$ cat src/rtl/arrow_track_pkg.sv
// Shared DDR game definitions: arrow encoding widths and judge-state codes.
// Latency: n/a (definitions only).
// Backpressure: n/a (definitions only).
package arrow_track_pkg;

  // Number of distinct arrows, one button per arrow.
  localparam int NUM_ARROWS      = 4;
  // Arrow index is [NUM_ARROWS_BITS:0].
  localparam int NUM_ARROWS_BITS = 1;
  localparam int ARROW_W         = NUM_ARROWS_BITS + 1;

  // Judge FSM encodings, kept as plain constants so older blocks can share them.
  localparam logic [1:0] ST_IDLE   = 2'd0;  // slot 0 empty, presses ignored
  localparam logic [1:0] ST_ARMED  = 2'd1;  // slot 0 holds an arrow awaiting a press
  localparam logic [1:0] ST_JUDGED = 2'd2;  // slot 0 already judged, wait for next shift

endpackage

$ cat src/rtl/arrow_track_btn_edge_detect.sv
// Per-bit rising-edge detector for debounced button levels.
// Latency: press is combinational from btn against the previous-cycle level.
// Backpressure: none; the level register updates every cycle, even when the game is paused.
module btn_edge_detect #(
  parameter int W = 4
) (
  input  logic         clk,
  input  logic         rst,
  input  logic [W-1:0] btn,
  output logic [W-1:0] press
);

  logic [W-1:0] btn_q;

  // Remember last cycle's levels; during reset load the live level so a
  // button held through reset is not seen as a fresh press afterwards.
  always_ff @(posedge clk) begin
    if (rst) begin
      btn_q <= btn;
    end else begin
      btn_q <= btn;
    end
  end

  assign press = btn & ~btn_q;

endmodule

$ cat src/rtl/arrow_track.sv
// Scrolling arrow track with press judgement, score and combo counters.
// Latency: beat or press at edge N updates slots, hit/miss, score, combo after edge N.
// Backpressure: none; enable low freezes track, judge state and counters.
module arrow_track
  import arrow_track_pkg::*;
#(
  parameter int DEPTH   = 4,
  parameter int SCORE_W = 8
) (
  input  logic                                  clk,
  input  logic                                  rst,
  input  logic                                  enable,
  input  logic                                  beat,
  input  logic [NUM_ARROWS_BITS:0]              arrow_in,
  input  logic [NUM_ARROWS-1:0]                 btn,
  output logic [DEPTH*(NUM_ARROWS_BITS+1)-1:0]  slot_arrow,
  output logic [DEPTH-1:0]                      slot_valid,
  output logic                                  hit,
  output logic                                  miss,
  output logic [SCORE_W-1:0]                    score,
  output logic [SCORE_W-1:0]                    combo
);

  localparam int TRACK_W = DEPTH * ARROW_W;

  logic [NUM_ARROWS-1:0] press;
  logic                  any_press;
  logic                  shift_en;
  logic [ARROW_W-1:0]    target_arrow;
  logic [NUM_ARROWS-1:0] target_onehot;
  logic                  armed;
  logic                  judge_now;
  logic                  correct;
  logic                  hit_nxt;
  logic                  miss_nxt;
  logic [TRACK_W-1:0]    arrow_shifted;
  logic [DEPTH-1:0]      valid_shifted;
  logic [1:0]            state_q;

  btn_edge_detect #(
    .W (NUM_ARROWS)
  ) u_btn_edge (
    .clk   (clk),
    .rst   (rst),
    .btn   (btn),
    .press (press)
  );

  assign any_press    = |press;
  assign shift_en     = enable & beat;
  assign target_arrow = slot_arrow[ARROW_W-1:0];
  assign armed        = (state_q == ST_ARMED);

  // Button mask that counts as a correct press for the arrow at the target line.
  always_comb begin
    target_onehot = '0;
    target_onehot[target_arrow] = 1'b1;
  end

  // A press while armed is always judged, even when a beat lands in the same
  // cycle: it is scored against the outgoing slot 0 and replaces the
  // unjudged-arrow miss that the shift would otherwise raise.
  assign judge_now = enable & armed & any_press;
  assign correct   = (press == target_onehot);
  assign hit_nxt   = judge_now & correct;
  assign miss_nxt  = enable & armed & (any_press ? ~correct : beat);

  // Track contents after one shift: everything moves toward slot 0 and the
  // generator's new arrow enters at the far end.
  always_comb begin
    arrow_shifted = slot_arrow >> ARROW_W;
    arrow_shifted[(DEPTH-1)*ARROW_W +: ARROW_W] = arrow_in;
    valid_shifted = slot_valid >> 1;
    valid_shifted[DEPTH-1] = 1'b1;
  end

  // Track shift register, advanced once per enabled beat.
  always_ff @(posedge clk) begin
    if (rst) begin
      slot_arrow <= '0;
      slot_valid <= '0;
    end else if (shift_en) begin
      slot_arrow <= arrow_shifted;
      slot_valid <= valid_shifted;
    end
  end

  // Judge FSM: re-arm from the new slot 0 on every shift, otherwise lock after a judged press.
  always_ff @(posedge clk) begin
    if (rst) begin
      state_q <= ST_IDLE;
    end else if (shift_en) begin
      state_q <= valid_shifted[0] ? ST_ARMED : ST_IDLE;
    end else if (judge_now) begin
      state_q <= ST_JUDGED;
    end
  end

  // Feedback pulses, one cycle wide and mutually exclusive by construction.
  always_ff @(posedge clk) begin
    if (rst) begin
      hit  <= 1'b0;
      miss <= 1'b0;
    end else begin
      hit  <= hit_nxt;
      miss <= miss_nxt;
    end
  end

  // Saturating score and combo; any miss breaks the combo but keeps the score.
  always_ff @(posedge clk) begin
    if (rst) begin
      score <= '0;
      combo <= '0;
    end else if (hit_nxt) begin
      if (score != {SCORE_W{1'b1}}) begin
        score <= score + SCORE_W'(1);
      end
      if (combo != {SCORE_W{1'b1}}) begin
        combo <= combo + SCORE_W'(1);
      end
    end else if (miss_nxt) begin
      combo <= '0;
    end
  end

endmodule
$ cat config.mk
export PLATFORM = sky130hd
export DESIGN_NAME = arrow_track
export DESIGN_NICKNAME = d
export VERILOG_FILES = /design/src/rtl/arrow_track_pkg.sv /design/src/rtl/arrow_track_btn_edge_detect.sv /design/src/rtl/arrow_track.sv
export SDC_FILE = /design/constraint.sdc
export NUM_CORES = 1
export LEC_CHECK = 0
export CAP_MARGIN = 20
export CORE_ASPECT_RATIO = 1.25
export CORE_MARGIN = 3
export CORE_UTILIZATION = 30
export CTS_BUF_LIST = sky130_fd_sc_hd__clkbuf_4 sky130_fd_sc_hd__clkbuf_8 sky130_fd_sc_hd__clkbuf_16
export CTS_CLUSTER_DIAMETER = 120
export CTS_CLUSTER_SIZE = 28
export DETAILED_ROUTE_END_ITERATION = 12
export GPL_TIMING_DRIVEN = 0
export PLACE_DENSITY_LB_ADDON = 0.08
export SLEW_MARGIN = 40
export SYNTH_ARGS = -nofsm -noshare
export SYNTH_HDL_FRONTEND = slang
export SYNTH_SLANG_ARGS = --single-unit
$ cat constraint.sdc
create_clock -name clk -period 2.9 [get_ports clk]
set_input_delay 0.58 -clock clk [delete_from_list [all_inputs] [get_ports clk]]
set_output_delay 0.58 -clock clk [all_outputs]
set_load 0.02 [all_outputs]
## Word level (Yosys, flattened, before mapping)

Cells that the tools add are included.
W data, S select, Z words.

- Register bits: 36
- Input port bits: 10
- Output and inout bits: 30
- Word-level logic and storage cells: 40

- Add/subtract/negate cells: 2
- Magnitude comparators: 2
- Equality and inequality tests: 5
- Muxes and demuxes: 9
- Bitwise logic cells: 8
- Reductions and logical operators: 6

Operators by type and width:

| operator | count |
|---|---|
| $mux W8 | 3 |
| $add A8 B1 Y8 const B | 2 |
| $ne A8 B8 Y1 const B | 2 |
| $and A1 B1 Y1 | 5 |
| $and A4 B4 Y4 | 1 |
| $eq A4 B4 Y1 | 1 |
| $mux W2 | 2 |
| $not A4 Y4 | 1 |
| $reduce_and A2 Y1 | 2 |
| $reduce_bool A2 Y1 | 2 |
| $reduce_or A4 Y1 | 1 |
| $lt A2 B3 Y1 const B | 1 |
| $mux W1 | 3 |
| $demux W1 S2 | 1 |
| $eq A2 B1 Y1 const B | 1 |
| $ge A2 B1 Y1 const B | 1 |
| $ne A2 B1 Y1 const B | 1 |
| $logic_and A1 B1 Y1 | 1 |
| $not A1 Y1 | 1 |

## Depth between registers and ports, before layout

- Depth after elaboration: 10
- Gate-level depth with buffers: 7
- Mapped depth without buffers: 7

## Modules after synthesis

A second synthesis with hierarchy kept.

- Cells, all modules: 182
- Area, all modules: 1604.0 sq um

By module, submodules not included:

| module | times used | cells each | area each (sq um) | sequential area each (sq um) |
|---|---|---|---|---|
| arrow_track | 1 | 174 | 1468.9 | 640.6 |
| btn_edge_detect | 1 | 8 | 135.1 | 80.1 |

## Least setup slack after synthesis

Ideal clock, no wire load.

- Path type: input to register
- From: in btn[3]
- To: reg score[6]
- Library setup time: 0.070 ns
- Data arrival time: 2.145 ns
- Data required time: 2.830 ns
- Setup slack: 0.684 ns
- Stages on the path: 6
- Buffers on the path: 0
- Path through: nor2b_4 > or3_4 > a211oi_4 > o21ai_2 > or4_1 > a21oi_1

- Word-level cells in the longest chain between the ends: 5
- Elaborated cells between the ends (all ways): 6
- Classes of those cells: eq/ne: 1; bitwise: 3; reduce/logical: 2

RTL lines:

| what | RTL line | RTL |
|---|---|---|
| from (decl) | arrow_track.sv:15 | `input logic [NUM_ARROWS-1:0] btn,` |
| $and A4 B4 Y4 (*) | arrow_track_btn_edge_detect.sv:25 | `assign press = btn & ~btn_q;` |
| $reduce_or A4 Y1 | arrow_track.sv:49 | `assign any_press = \|press;` |
| $and A1 B1 Y1 | arrow_track.sv:63 | `assign judge_now = enable & armed & any_press;` |
| $and A1 B1 Y1 (*) | arrow_track.sv:65 | `assign hit_nxt = judge_now & correct;` |
| $reduce_and A2 Y1 (no line) (*) | -- |  |
| to (signal assigned) | arrow_track.sv:117 | `score <= score + SCORE_W'(1);` |
| to (decl) | arrow_track.sv:20 | `output logic [SCORE_W-1:0] score,` |

Every way passes the cells marked *; elsewhere a longest branch is shown, timed or not.
A chain may end at the register's enable or synchronous reset.

## Final worst setup path

- From: in btn[0]
- To: reg score[6]

The elaborated chain is that of the path after synthesis.

==> summary.md <==
• **setup-violating endpoint count in the final report** 0
• **die width** 71.0 um
• **global-route wire length before repair** 6170 um
• **clock tree from TritonCTS** yes
• **Final TNS setup** 0 ns
• **Starting DRT DRC Count** 52
• **routed via count divided by cell count** 5.03
• **PostCTS Resize Cnt** 0
• **count of non-filler cells in the finished layout** 283
• **Top-Level Pins** 40
• **count of input and output buffers** 39
• **number of synthesized register bits** 36
• **root buffer cell** sky130_fd_sc_hd__clkbuf_8
• **Yosys top cell area share** 0.455
• **syn nets** 189
• **ys async rst share** 0
• **total vias in the final route** 1,424
• **largest area contributor in the netlist** sky130_fd_sc_hd__dfxtp_1
• **FF-to-FF setup slack** 0.83 ns
• **Fin Clk Skew** 0.00330 ns
• **H-tree depth** 2
• **number of max-slew violations in the final report** 0
• **cell count after placement** 276
• **half-perimeter wire length after detailed placement** 2750 um
• **DIE AREA** 6190 um^2
• **fin crit share** 0.870
• **pin count of the biggest net entering global routing** 11
• **startpoint of the worst hold path** slot_valid[0]
• **layout net count** 235
• **unique cell type count in the Yosys netlist** 37
• **startpoint types** input port
• **Max Root-Sink Buffers** 2
• **kind of end point of the critical path** flop
• **placeable core region** 4900 um^2
• **starting density of the core** 0.323
• **unrepaired setup endpoints after global routing** false
• **result of the run** finished, final reports clean
• **row count** 28
• **sequential element share of the synthesized area** 0.455
• **max cap viols** 0
• **final hold viol count** 0
• **Post-CTS Setup Bufs** 0
• **post-detailed-routing wire length** 3560 um
• **final weighted congestion in routability-driven placement** 0.722
• **endpoint of the worst-slack reg-to-reg timing path** score[6]
• **Req. time, crit path** 3.11 ns
• **share of cells above drive strength 1** 0.0762
• **post-synthesis cell count** 177
• **worst flop-to-flop path startpoint** u_btn_edge.btn_q[2]
• **worst hold path cell count** 2
• **Pre-antenna DRT Iters** 4
• **overall power of the completed layout** 941 uW
• **worst-path fanout max** 6
• **Main synth FF type** sky130_fd_sc_hd__dfxtp_1
• **Worst Hold End** slot_valid[0]
• **number of global-route vias before repair** 1,433
• **maximum clock frequency** 0.396 GHz
• **Mapped Avg Cell Area** 8.95 um^2
• **worst slew pin tran** 0.488 ns
• **leading cell types by count after synthesis** 36 x sky130_fd_sc_hd__dfxtp_1, 29 x sky130_fd_sc_hd__nand2_1, 18 x sky130_fd_sc_hd__a21oi_1, 14 x sky130_fd_sc_hd__nor2_1
• **number of antenna cells inserted** 0
• **library cell with the highest instance count after synthesis** sky130_fd_sc_hd__dfxtp_1
• **post-synthesis instance area** 1580 um^2
• **leakage** 0.731 nW
• **clock latency reported for the late side of the worst-skew pair** 0.28 ns
• **number of enable flip-flop cells after synthesis** 0
• **CTS Buf Count** 5
• **detailed-route DRC error count** 0
• **minimum period implied by the final worst setup slack** 2.52 ns
• **classification of the worst-slack hold path** flop to flop
• **Routed Antenna Nets** 0
• **area added between synthesis and finish** 35.5%
• **r2r worst-path depth** 6
• **Congestion Overflow GR** 0
• **remaining max-slew budget at the tightest pin** 0.674
• **arrival time of data at the critical path endpoint** 2.73 ns
• **power density cells** 438 nW/um^2
• **cells taking the most area after synthesis** sky130_fd_sc_hd__dfxtp_1 45%, sky130_fd_sc_hd__nand2_1 6.9%, sky130_fd_sc_hd__a21oi_1 5.7%, sky130_fd_sc_hd__xor2_1 3.9%, sky130_fd_sc_hd__nor2_1 3.3%
• **Worst VDD drop** 0.186 mV
• **die height** 87.2 um
• **count of clock tree sinks** 36
• **Worst Path Class, Setup** input port to flop
• **detail-routed net length per standard cell** 12.6 um
• **quantity of hold-fixing buffers added after cts** 0
• **Warnings, synthesis** 0
• **clock edge transition at the registers on the reported setup and hold paths** 0.07 ns
• **overall fraction of global-route tracks in use** 0.124
• **initial antenna violation count** 0
[worst max-delay path, cell delays in order]
cell and delay [ns]:
sky130_fd_sc_hd__clkdlybuf4s50_1 0.52, sky130_fd_sc_hd__nand2b_4 0.07, sky130_fd_sc_hd__or3_4 0.37, sky130_fd_sc_hd__a211oi_4 0.34, sky130_fd_sc_hd__o21ai_2 0.16, sky130_fd_sc_hd__or4_1 0.53, sky130_fd_sc_hd__a21oi_1 0.16
[layer usage]
metal | vias to the layer above | track usage | wire [um]
li1 | 718 | - | -
met1 | 673 | 0.135 | 1490
met2 | 29 | 0.225 | 1860
met3 | 4 | 0.0323 | 162
met4 | 0 | 0.0564 | 52
met5 | - | 0 | 0
[how the worst max path moves through the flow]
stage / start / to / slack [ns] / cells after the start
3_3_place_gp: btn[0] / score[6] / 0.11 / 7
6_report: btn[0] / score[6] / 0.38 / 7
2_1_floorplan: btn[3] / score[6] / 0.68 / 6
5_1_grt: btn[0] / combo[6] / 0.23 / 8
4_1_cts: btn[0] / score[6] / 0.37 / 7
3_5_place_dp: btn[0] / score[6] / 0.07 / 7
[flip-flops by register name, indices dropped and copies added, names as in the netlist]
name              count
miss                  1
hit                   1
score                 8
state_q               2
slot_arrow            8
slot_valid            4
u_btn_edge.btn_q      4
combo                 8
[area by class of cell]
type                            count  area (um^2)
Fill cell                         501         2760
Clock buffer                        7         96.3
Buffer                              8         37.5
Inverter                            2         7.51
Tap cell                           60         75.1
Multi-Input combinational cell    131          818
Timing Repair Buffer               39          390
Sequential cell                    36          721
[through the flow]
stage          cell area, um^2  hold slack (ns)  setup slack, ns   util
6_report                  2150            0.463            0.376  0.438
2_1_floorplan             1580            0.456            0.684      -
5_1_grt                   2150            0.498            0.231  0.438
3_5_place_dp              2050            0.457           0.0734  0.418
4_1_cts                   2150            0.468            0.373  0.438
3_3_place_gp              2050            0.455            0.115  0.418
[logic make-up after synthesis]
group / after synthesis / synth area share
adder cells (fa/ha/maj): 2 / 0.0158
buffers and inverters: 10 / 0.0284
AND/OR/NAND/NOR: 81 / 0.265
AO/OA/AOI/OAI: 41 / 0.197
XOR/XNOR: 7 / 0.0387
flip-flops: 36 / 0.455
[where the power goes]
group / internal [mW] / switching (mW) / total, mW
Combinational: 0.0280 / 0.0331 / 0.0612
Sequential: 0.501 / 0.00359 / 0.504
Clock: 0.211 / 0.164 / 0.375
[cell usage in the layout, fill, tap and decap left out, types with 3 or more instances in the layout]
master,synthesis,routed
sky130_fd_sc_hd__a21oi_1,18,18
sky130_fd_sc_hd__and2_1,3,3
sky130_fd_sc_hd__and3_1,3,3
sky130_fd_sc_hd__clkbuf_1,6,6
sky130_fd_sc_hd__clkbuf_8,0,7
sky130_fd_sc_hd__clkdlybuf4s50_1,0,39
sky130_fd_sc_hd__dfxtp_1,36,36
sky130_fd_sc_hd__nand2_1,29,29
sky130_fd_sc_hd__nand2b_1,5,5
sky130_fd_sc_hd__nand3_1,7,7
sky130_fd_sc_hd__nor2_1,14,14
sky130_fd_sc_hd__nor3_1,7,7
sky130_fd_sc_hd__o2111ai_1,5,5
sky130_fd_sc_hd__o21a_1,4,4
sky130_fd_sc_hd__xor2_1,7,7
Note: power is estimated with default switching activity, not from simulation.
